--- src/rtl/uart_tx_serializer.sv ---
// UART transmit serializer: pops words from a show-ahead FIFO and shifts them out LSB first.
// Optional parity bit is compiled in with `define UART_TX_PARITY_EN.
//
// state    | meaning
// ---------+------------------------------------------------------------
// S_IDLE   | line high; pops the FIFO head when it is not empty
// S_START  | start bit (tx low) for one bit period
// S_DATA   | DATA_WIDTH data bits, LSB first
// S_PARITY | parity bit (only with UART_TX_PARITY_EN)
// S_STOP   | line high for one or two bit periods
module uart_tx_serializer #(
  parameter int DATA_WIDTH = 8,
  parameter int DIV_WIDTH  = 16
) (
  input  logic                  clk_i,
  input  logic                  rstn_i,
  input  logic [DIV_WIDTH-1:0]  baud_div_i,
  input  logic                  stop2_i,
`ifdef UART_TX_PARITY_EN
  input  logic                  parity_odd_i,
`endif
  input  logic [DATA_WIDTH-1:0] dfifo_data_i,
  input  logic                  dfifo_empty_i,
  output logic                  dfifo_rd_o,
  output logic                  tx_o,
  output logic                  tx_busy_o,
  output logic                  tx_done_o
);

  localparam int BW = (DATA_WIDTH > 1) ? $clog2(DATA_WIDTH) : 1;

`ifdef UART_TX_PARITY_EN
  typedef enum logic [2:0] {S_IDLE, S_START, S_DATA, S_PARITY, S_STOP} state_t;
`else
  typedef enum logic [1:0] {S_IDLE, S_START, S_DATA, S_STOP} state_t;
`endif

  state_t                r_state;
  state_t                w_state_nxt;
  logic                  r_tx;
  logic                  w_tx_nxt;
  logic [DIV_WIDTH-1:0]  r_baud_cnt;
  logic [DIV_WIDTH-1:0]  r_div;
  logic [DATA_WIDTH-1:0] r_shift;
  logic [DATA_WIDTH-1:0] w_shift_nxt;
  logic [BW-1:0]         r_bit_cnt;
  logic                  r_stop_left;
  logic                  w_bit_end;
  logic                  w_pop;
  logic                  w_done;
`ifdef UART_TX_PARITY_EN
  logic                  r_par_bit;
`endif

  // Gating with rstn_i keeps the pop strobe low while reset is held.
  assign w_pop       = (r_state == S_IDLE) && !dfifo_empty_i && rstn_i;
  assign w_bit_end   = (r_baud_cnt == '0);
  assign w_shift_nxt = r_shift >> 1;
  assign w_done      = (r_state == S_STOP) && w_bit_end && !r_stop_left;

  assign dfifo_rd_o  = w_pop;
  assign tx_o        = r_tx;
  assign tx_busy_o   = (r_state != S_IDLE) || w_pop;
  assign tx_done_o   = w_done;

  always_ff @(posedge clk_i or negedge rstn_i) begin
    if (!rstn_i) begin
      r_state <= S_IDLE;
      r_tx    <= 1'b1;
    end else begin
      r_state <= w_state_nxt;
      r_tx    <= w_tx_nxt;
    end
  end

  always_comb begin
    w_state_nxt = r_state;
    w_tx_nxt    = r_tx;
    case (r_state)
      S_IDLE: begin
        w_tx_nxt = 1'b1;
        if (w_pop) begin
          w_state_nxt = S_START;
          w_tx_nxt    = 1'b0;
        end
      end
      S_START: begin
        if (w_bit_end) begin
          w_state_nxt = S_DATA;
          w_tx_nxt    = r_shift[0];
        end
      end
      S_DATA: begin
        if (w_bit_end) begin
          if (r_bit_cnt == '0) begin
`ifdef UART_TX_PARITY_EN
            w_state_nxt = S_PARITY;
            w_tx_nxt    = r_par_bit;
`else
            w_state_nxt = S_STOP;
            w_tx_nxt    = 1'b1;
`endif
          end else begin
            w_tx_nxt = w_shift_nxt[0];
          end
        end
      end
`ifdef UART_TX_PARITY_EN
      S_PARITY: begin
        if (w_bit_end) begin
          w_state_nxt = S_STOP;
          w_tx_nxt    = 1'b1;
        end
      end
`endif
      S_STOP: begin
        w_tx_nxt = 1'b1;
        if (w_done) begin
          w_state_nxt = S_IDLE;
        end
      end
      default: begin
        w_state_nxt = S_IDLE;
        w_tx_nxt    = 1'b1;
      end
    endcase
  end

  // Frame settings are captured only at the pop edge so mid-frame changes wait for the next word.
  always_ff @(posedge clk_i or negedge rstn_i) begin
    if (!rstn_i) begin
      r_baud_cnt  <= '0;
      r_div       <= '0;
      r_shift     <= '0;
      r_bit_cnt   <= '0;
      r_stop_left <= 1'b0;
`ifdef UART_TX_PARITY_EN
      r_par_bit   <= 1'b0;
`endif
    end else if (w_pop) begin
      r_baud_cnt  <= baud_div_i;
      r_div       <= baud_div_i;
      r_shift     <= dfifo_data_i;
      r_bit_cnt   <= BW'(DATA_WIDTH - 1);
      r_stop_left <= stop2_i;
`ifdef UART_TX_PARITY_EN
      r_par_bit   <= (^dfifo_data_i) ^ parity_odd_i;
`endif
    end else if (r_state != S_IDLE) begin
      if (w_bit_end) begin
        r_baud_cnt <= r_div;
      end else begin
        r_baud_cnt <= r_baud_cnt - 1'b1;
      end
      if ((r_state == S_DATA) && w_bit_end && (r_bit_cnt != '0)) begin
        r_shift   <= w_shift_nxt;
        r_bit_cnt <= r_bit_cnt - 1'b1;
      end
      if ((r_state == S_STOP) && w_bit_end) begin
        r_stop_left <= 1'b0;
      end
    end
  end

endmodule

--- config.mk ---
export PLATFORM = sky130hd
export DESIGN_NAME = uart_tx_serializer
export DESIGN_NICKNAME = d
export VERILOG_FILES = /design/src/rtl/uart_tx_serializer.sv
export SDC_FILE = /design/constraint.sdc
export NUM_CORES = 1
export LEC_CHECK = 0
export ABC_AREA = 1
export BUFFER_PORTS_ARGS = -buffer_cell sky130_fd_sc_hd__buf_2
export CORE_MARGIN = 2
export CORE_UTILIZATION = 30
export CTS_BUF_LIST = sky130_fd_sc_hd__clkbuf_8
export DETAILED_ROUTE_END_ITERATION = 7
export PLACE_DENSITY = 0.5
export SYNTH_ARGS = -nofsm -noshare
export SYNTH_HDL_FRONTEND = slang
export SYNTH_SLANG_ARGS = --single-unit
--- constraint.sdc ---
create_clock -name clk_i -period 1.8 [get_ports clk_i]
set_input_delay 0.36 -clock clk_i [delete_from_list [all_inputs] [get_ports clk_i]]
set_output_delay 0.36 -clock clk_i [all_outputs]
set_load 0.005 [all_outputs]
==> results.py, run 1 <==
metrics = {
    "run_status": {
        "status": "complete, but fails checks",
        "violations": "negative setup slack",
    },
    "layout": {
        "mostFrequentLayoutCells": "nand2_1 (115), inv_1 (50), nor2_1 (41), dfrtp_1 (41), o21ai_0 (32)",
        "nets": 503,
        "layout_commonest_cell": "nand2_1",
        "finalInstanceArea_sq_um": 3590,
        "post-route-util_pct": 38.4,
        "num_antenna_cells": 0,
        "drive_above_1_share_pct": 23.3,
        "fin_cells": 596,
        "area_delta_synth_final_pct": 23.2,
    },
    "sta": {
        "rsz0062_at_grt": "true",
        "finalCritPeriodShare_pct": 101,
        "worst_pin_slew_ns": 0.614,
        "setup_ws_ns": -0.0235,
        "setup_viol": 1,
        "skew_ns": 0.00929,
        "drv_slew": 0,
        "hold-worst-slack_ns": 0.257,
        "hold_violations": 0,
        "slew_headroom_pct": 59.1,
        "period_needed_ns": 1.82,
        "setup_tns_ns": -0.0235,
        "fmax_mhz": 548,
    },
    "yosys": {
        "synth.avg_cell_area_sq_um": 7.12,
        "ys_ff_latch": 47,
        "syn_nets": 446,
        "synthCells": 409,
        "ys_types": 28,
        "post_synth_instance_area_sq_um": 2910,
        "synthFlopType": "dfrtp_1",
        "synth-async-reset-ratio_pct": 100,
        "ys_seq_area_share_pct": 40.5,
        "synth-edff-count": 0,
        "synth_warnings": 0,
    },
    "worst_setup_path": {
        "worstPathArrival_ns": 1.46,
        "slowest_delay_ns": 0.44,
        "cpLargestDelayFamily": "simple AND/OR/NAND/NOR gates",
        "crit_path_start_kind": "register",
        "crit_path_max_fanout": 5,
        "crit_slowest_cell": "dfrtp_1",
        "crit_type": "register to output port",
        "cp_cell_sequence": "inv_1 > nand3_1 > nor2_4 > nand2_4 > nor3_4 > buf_2",
        "path_buf_inv": 2,
        "critical_path_required_ns": 1.44,
        "endpoint_kind": "output port",
    },
    "floorplanning": {
        "coreArea_sq_um": 9330,
        "die_h_microns": 102,
        "fp.dieW_microns": 102,
        "pin_count": 32,
        "start_util_pct": 31.2,
        "fp.dieArea_sq_um": 10500,
        "rows": 35,
    },
    "hold_path": {
        "hold_class": "input port to register",
    },
    "pwr": {
        "vdd.ir_drop.worst_v": 0.000671,
        "p_leak_nw": 1.80,
        "total_power_mw": 5.21,
        "power_density_nw_per_um2": 1450,
    },
    "place": {
        "hpwl_mm": 5.18,
        "dp_slack_ns": 0.101,
        "place_area_sq_um": 3250,
        "numPlacedInstances": 572,
        "port_buffers": 31,
        "place.gp.congestion": 0.830,
    },
    "routing": {
        "antenna_left": 0,
        "dr.pass1.iters": 4,
        "drtIter0Drc": 64,
        "drt-met1-wl_mm": 3.64,
        "num_vias": 2673,
        "wirelength_mm": 7.17,
        "wl_met3_microns": 225,
        "drt-vias-per-instance": 4.48,
        "wl_per_cell_microns": 12.0,
        "top_layer": "met4",
        "drc": 0,
        "met2_length_mm": 3.26,
    },
    "clock_network": {
        "cts_num_sinks": 47,
        "cts.htree.levels": 2,
        "cts-root-buf": "clkbuf_8",
        "cts_made_buffers": 5,
        "insertion_delay_ns": 0.30,
        "ctsHoldBuffers": 0,
        "tritoncts": "built",
        "clockBufferDepth": 2,
        "path_clk_slew_ns": 0.10,
    },
    "global_route": {
        "grt_pass1_vias": 2677,
        "antenna_found_initial": 0,
        "grtUsageTotal_pct": 14.7,
        "grt_pass1_wl_mm": 12.3,
        "overflow": 0,
        "grt_max_degree": 48,
    },
    "job": {
        "drv_cap": 0,
    },
}
[area by class of cell]
type	count	area [sq um]
well taps	129	161
inverters	55	210
multi-input cells	295	1530
repair buffers	62	418
fillers	1002	5740
clock inverters	3	16.3
clock buffers	5	68.8
flip-flops and latches	47	1180
[logic make-up (layout without fill, tap and decap cells)]
family,Yosys count,count (layout),share of synthesized area [%]
flip-flops,47,47,40.5
buffers and inverters,68,125,10.7
XOR/XNOR,2,2,0.602
AND/OR/NAND/NOR,214,215,31.6
adder cells (fa/ha/maj),9,9,3.87
AO/OA/AOI/OAI,69,69,12.8
[sequential cells by signal (all words and copies together) (netlist names)]
name         count
r_baud_cnt      16
r_bit_cnt        3
r_div           16
r_shift          8
r_state          2
r_stop_left      1
tx_o             1
[layer usage]
| layer | track usage [%] | vias up |
|---|---|---|
| met5 | 0 | - |
| met4 | 2.97 | 0 |
| met3 | 2.64 | 4 |
| met2 | 24.8 | 32 |
| met1 | 19.8 | 1235 |
| li1 | - | 1402 |
[power breakdown]
part           internal, mW  switching [mW]  total [mW]
registers              1.59           0.402        1.99
logic                  1.12            1.46        2.58
clock network         0.267           0.373       0.640
total                  2.98            2.24        5.21
[tightest hold or removal path: stages]
cell     delay [ns]
buf_2          0.07
nand2_1        0.04
o21ai_0        0.06
[synth_stat cells (2+ instances only)]
library cell / number / area [sq um]
buf_6: 6 / 67.6
o21ai_1: 10 / 50.1
nor2_4: 2 / 22.5
buf_4: 2 / 15.0
xor2_1: 2 / 17.5
o21ai_0: 33 / 165
a21oi_1: 16 / 80.1
ha_1: 9 / 113
buf_2: 4 / 20.0
nand3b_1: 2 / 15.0
nand2_2: 5 / 31.3
o21a_1: 6 / 45.0
or2_2: 2 / 12.5
nor2_2: 4 / 25.0
nand2_1: 116 / 435
o21bai_1: 2 / 15.0
nor3_1: 4 / 20.0
nand3_1: 31 / 155
nand2_4: 2 / 22.5
dfrtp_1: 46 / 1150
nor2_1: 45 / 169
inv_1: 54 / 203
[path summary, 6_finish.rpt]
kind	startpoint	slack, ns	endpoint	cells past startpoint
min in group asynchronous	rstn_i	0.29	r_div[0]$_DFFE_PN0P_	2
max in group asynchronous	rstn_i	1.07	r_baud_cnt[9]$_DFFE_PN0P_	2
hold reg to reg	r_div[8]$_DFFE_PN0P_	0.49	r_div[8]$_DFFE_PN0P_	2
setup reg to reg	r_baud_cnt[4]$_DFFE_PN0P_	0.12	r_shift[7]$_DFFE_PN0P_	8
hold / removal	stop2_i	0.26	r_stop_left$_DFFE_PN0P_	3
setup / recovery	r_baud_cnt[3]$_DFFE_PN0P_	-0.02	tx_done_o	6
[what timing repair did]
item | in CTS | in global routing
setup endpoints to repair | 3 | 24
gates cloned | 0 | 1
pin swaps | 4 | 6
buffers inserted | 9 | 6
resized for setup | 17 | 19
(Power assumes the default switching activity.)
==> run 2, diff against run 1 <==
Settings changed: SETUP_SLACK_MARGIN from default to 0.05.
==> results.py, run 2 (synthesis results as in run 1) <==
metrics = {
    "routing": {
        "drt-vias-per-instance": 4.49,
        "antenna_left": 0,
        "wirelength_mm": 7.48,
        "num_vias": 2732,
        "drc": 0,
        "wl_per_cell_microns": 12.3,
        "drtIter0Drc": 94,
        "dr.pass1.iters": 4,
    },
    "worst_setup_path": {
        "cpLargestDelayFamily": "simple AND/OR/NAND/NOR gates",
        "slowest_delay_ns": 0.44,
        "crit_type": "register to output port",
        "rr_endpoint": "r_shift[3]$_DFFE_PN0P_",
        "r2r_slack_ns": 0.03,
        "timing.rr.start": "r_state[0]$_DFFE_PN0P_",
        "crit_slowest_cell": "dfrtp_1",
        "crit_top_cell": "nand2_4",
        "crit_path_start_kind": "register",
        "crit_path_max_fanout": 5,
        "endpoint_kind": "output port",
        "path_buf_inv": 1,
        "cp_cell_sequence": "nor2_2 > nand2_4 > nor2_4 > nand2_4 > nor3_4 > buf_2",
        "r2r_cells": 9,
        "critical_path_required_ns": 1.44,
        "worstPathArrival_ns": 1.45,
    },
    "sta": {
        "skew_ns": 0.00943,
        "setup_viol": 1,
        "worst_pin_slew_ns": 0.622,
        "drv_slew": 0,
        "slew_headroom_pct": 58.6,
        "setup_ws_ns": -0.0141,
        "rsz0062_at_grt": "true",
        "period_needed_ns": 1.81,
        "setup_tns_ns": -0.0141,
        "fmax_mhz": 551,
        "hold_violations": 0,
        "finalCritPeriodShare_pct": 101,
    },
    "floorplanning": {
        "pin_count": 32,
        "fp.dieW_microns": 102,
        "start_util_pct": 31.2,
        "fp.dieArea_sq_um": 10500,
        "rows": 35,
        "die_h_microns": 102,
        "coreArea_sq_um": 9330,
    },
    "pwr": {
        "switchingPower_mw": 2.34,
        "p_seq_share_pct": 35.5,
        "pwr-share-comb_pct": 52.6,
        "pwr-share-clk_pct": 11.9,
        "internal_power_mw": 3.13,
        "p_sw_share_pct": 42.7,
        "power_density_nw_per_um2": 1470,
        "p_leak_nw": 1.88,
        "vdd.ir_drop.worst_v": 0.000658,
    },
    "layout": {
        "area_delta_synth_final_pct": 27.9,
        "num_antenna_cells": 0,
        "top_regs": "r_baud_cnt: 16 flops, r_div: 16 flops, r_shift: 8 flops",
        "fillers": 1002,
        "finalInstanceArea_sq_um": 3720,
        "mostFrequentLayoutCells": "nand2_1 (114), inv_1 (50), dfrtp_1 (42), nor2_1 (39), buf_4 (36)",
        "layout_commonest_cell": "nand2_1",
        "nets": 515,
        "drive_above_1_share_pct": 26.1,
    },
    "global_route": {
        "antenna_found_initial": 0,
        "overflow": 0,
        "grtUsageTotal_pct": 15.2,
        "grt_pass1_wl_mm": 12.6,
        "grt_max_degree": 48,
        "grt_pass1_vias": 2725,
    },
    "clock_network": {
        "clockBufferDepth": 2,
        "path_clk_slew_ns": 0.10,
        "insertion_delay_ns": 0.31,
        "tritoncts": "built",
        "cts.htree.levels": 2,
        "cts_made_buffers": 5,
        "cts-root-buf": "clkbuf_8",
        "cts_num_sinks": 47,
    },
    "place": {
        "hpwl_mm": 5.18,
        "place.gp.congestion": 0.830,
        "place_area_sq_um": 3250,
        "dp_slack_ns": 0.101,
        "port_buffers": 31,
    },
    "hold_path": {
        "hold_class": "input port to register",
        "worstHoldStart": "stop2_i",
        "holdPathEnd": "r_stop_left$_DFFE_PN0P_",
        "hold_path_depth": 3,
    },
    "run_status": {
        "violations": "negative setup slack",
        "status": "complete, but fails checks",
    },
    "job": {
        "drv_cap": 0,
    },
}
## run 2: layout make-up
class	count	area, sq um	area share, %
repair buffers	74	526	14.1
flip-flops and latches	47	1180	31.8
multi-input cells	295	1560	41.8
clock buffers	5	68.8	1.85
inverters	55	210	5.65
clock inverters	3	16.3	0.437
well taps	129	161	4.34
## run 2: power groups by stage
stage               sequential (mW)  combinational [mW]  clock, mW
floorplan                      1.87                1.73          0
global placement               1.95                2.27          0
detailed placement             1.96                2.30          0
CTS                            1.92                2.74      0.675
global route                   2.00                3.31      0.709
finish                         1.94                2.88      0.652
## run 2: tightest hold or removal path, delay by kind of cell
| family | cells | cell delay [ns] |
|---|---|---|
| compound gates | 1 | 0.06 |
| buf+inv | 1 | 0.07 |
| simple gates | 1 | 0.04 |
## run 2: what timing repair did
item	4_1_cts	5_1_grt
gates resized for setup	19	29
setup buffers	20	7
hold buffers	0	0
gates cloned	0	1
setup endpoints to repair	3	26
pin swaps	6	9
endpoints found under the hold margin	0	0
## run 2: metrics by stage
step / power (mW) / util [%] / hold slack (ns) / instances
after floorplan: 3.60 / - / 0.0644 / 409
after global placement: 4.23 / 34.9 / 0.463 / 572
after detailed placement: 4.26 / 34.9 / 0.465 / 572
final: 5.47 / 39.9 / 0.253 / 608
after global routing: 6.02 / 39.9 / 0.281 / 608
after CTS: 5.33 / 38.2 / 0.252 / 600
## run 2: layer usage
layer | routed length, microns | vias up | part of all wire (%) | global-route usage (%)
met5 | 0 | - | 0 | 0
met2 | 3450 | 34 | 46 | 25.7
met1 | 3700 | 1262 | 49 | 20.2
met4 | 67 | 0 | 0.90 | 3.18
li1 | - | 1429 | - | -
met3 | 259 | 7 | 3.5 | 2.98
## run 2: worst max-delay path by stage
| stage | from | to | slack (ns) | cells past startpoint |
|---|---|---|---|---|
| detailed placement | r_baud_cnt[1]$_DFFE_PN0P_ | tx_done_o | 0.10 | 7 |
| finish | r_baud_cnt[7]$_DFFE_PN0P_ | tx_done_o | -0.01 | 6 |
| global placement | r_baud_cnt[11]$_DFFE_PN0P_ | tx_done_o | 0.14 | 6 |
| floorplan | r_baud_cnt[0]$_DFFE_PN0P_ | tx_done_o | 0.15 | 7 |
| CTS | r_baud_cnt[1]$_DFFE_PN0P_ | tx_done_o | -0.03 | 7 |
| global route | r_baud_cnt[7]$_DFFE_PN0P_ | tx_done_o | -0.08 | 6 |
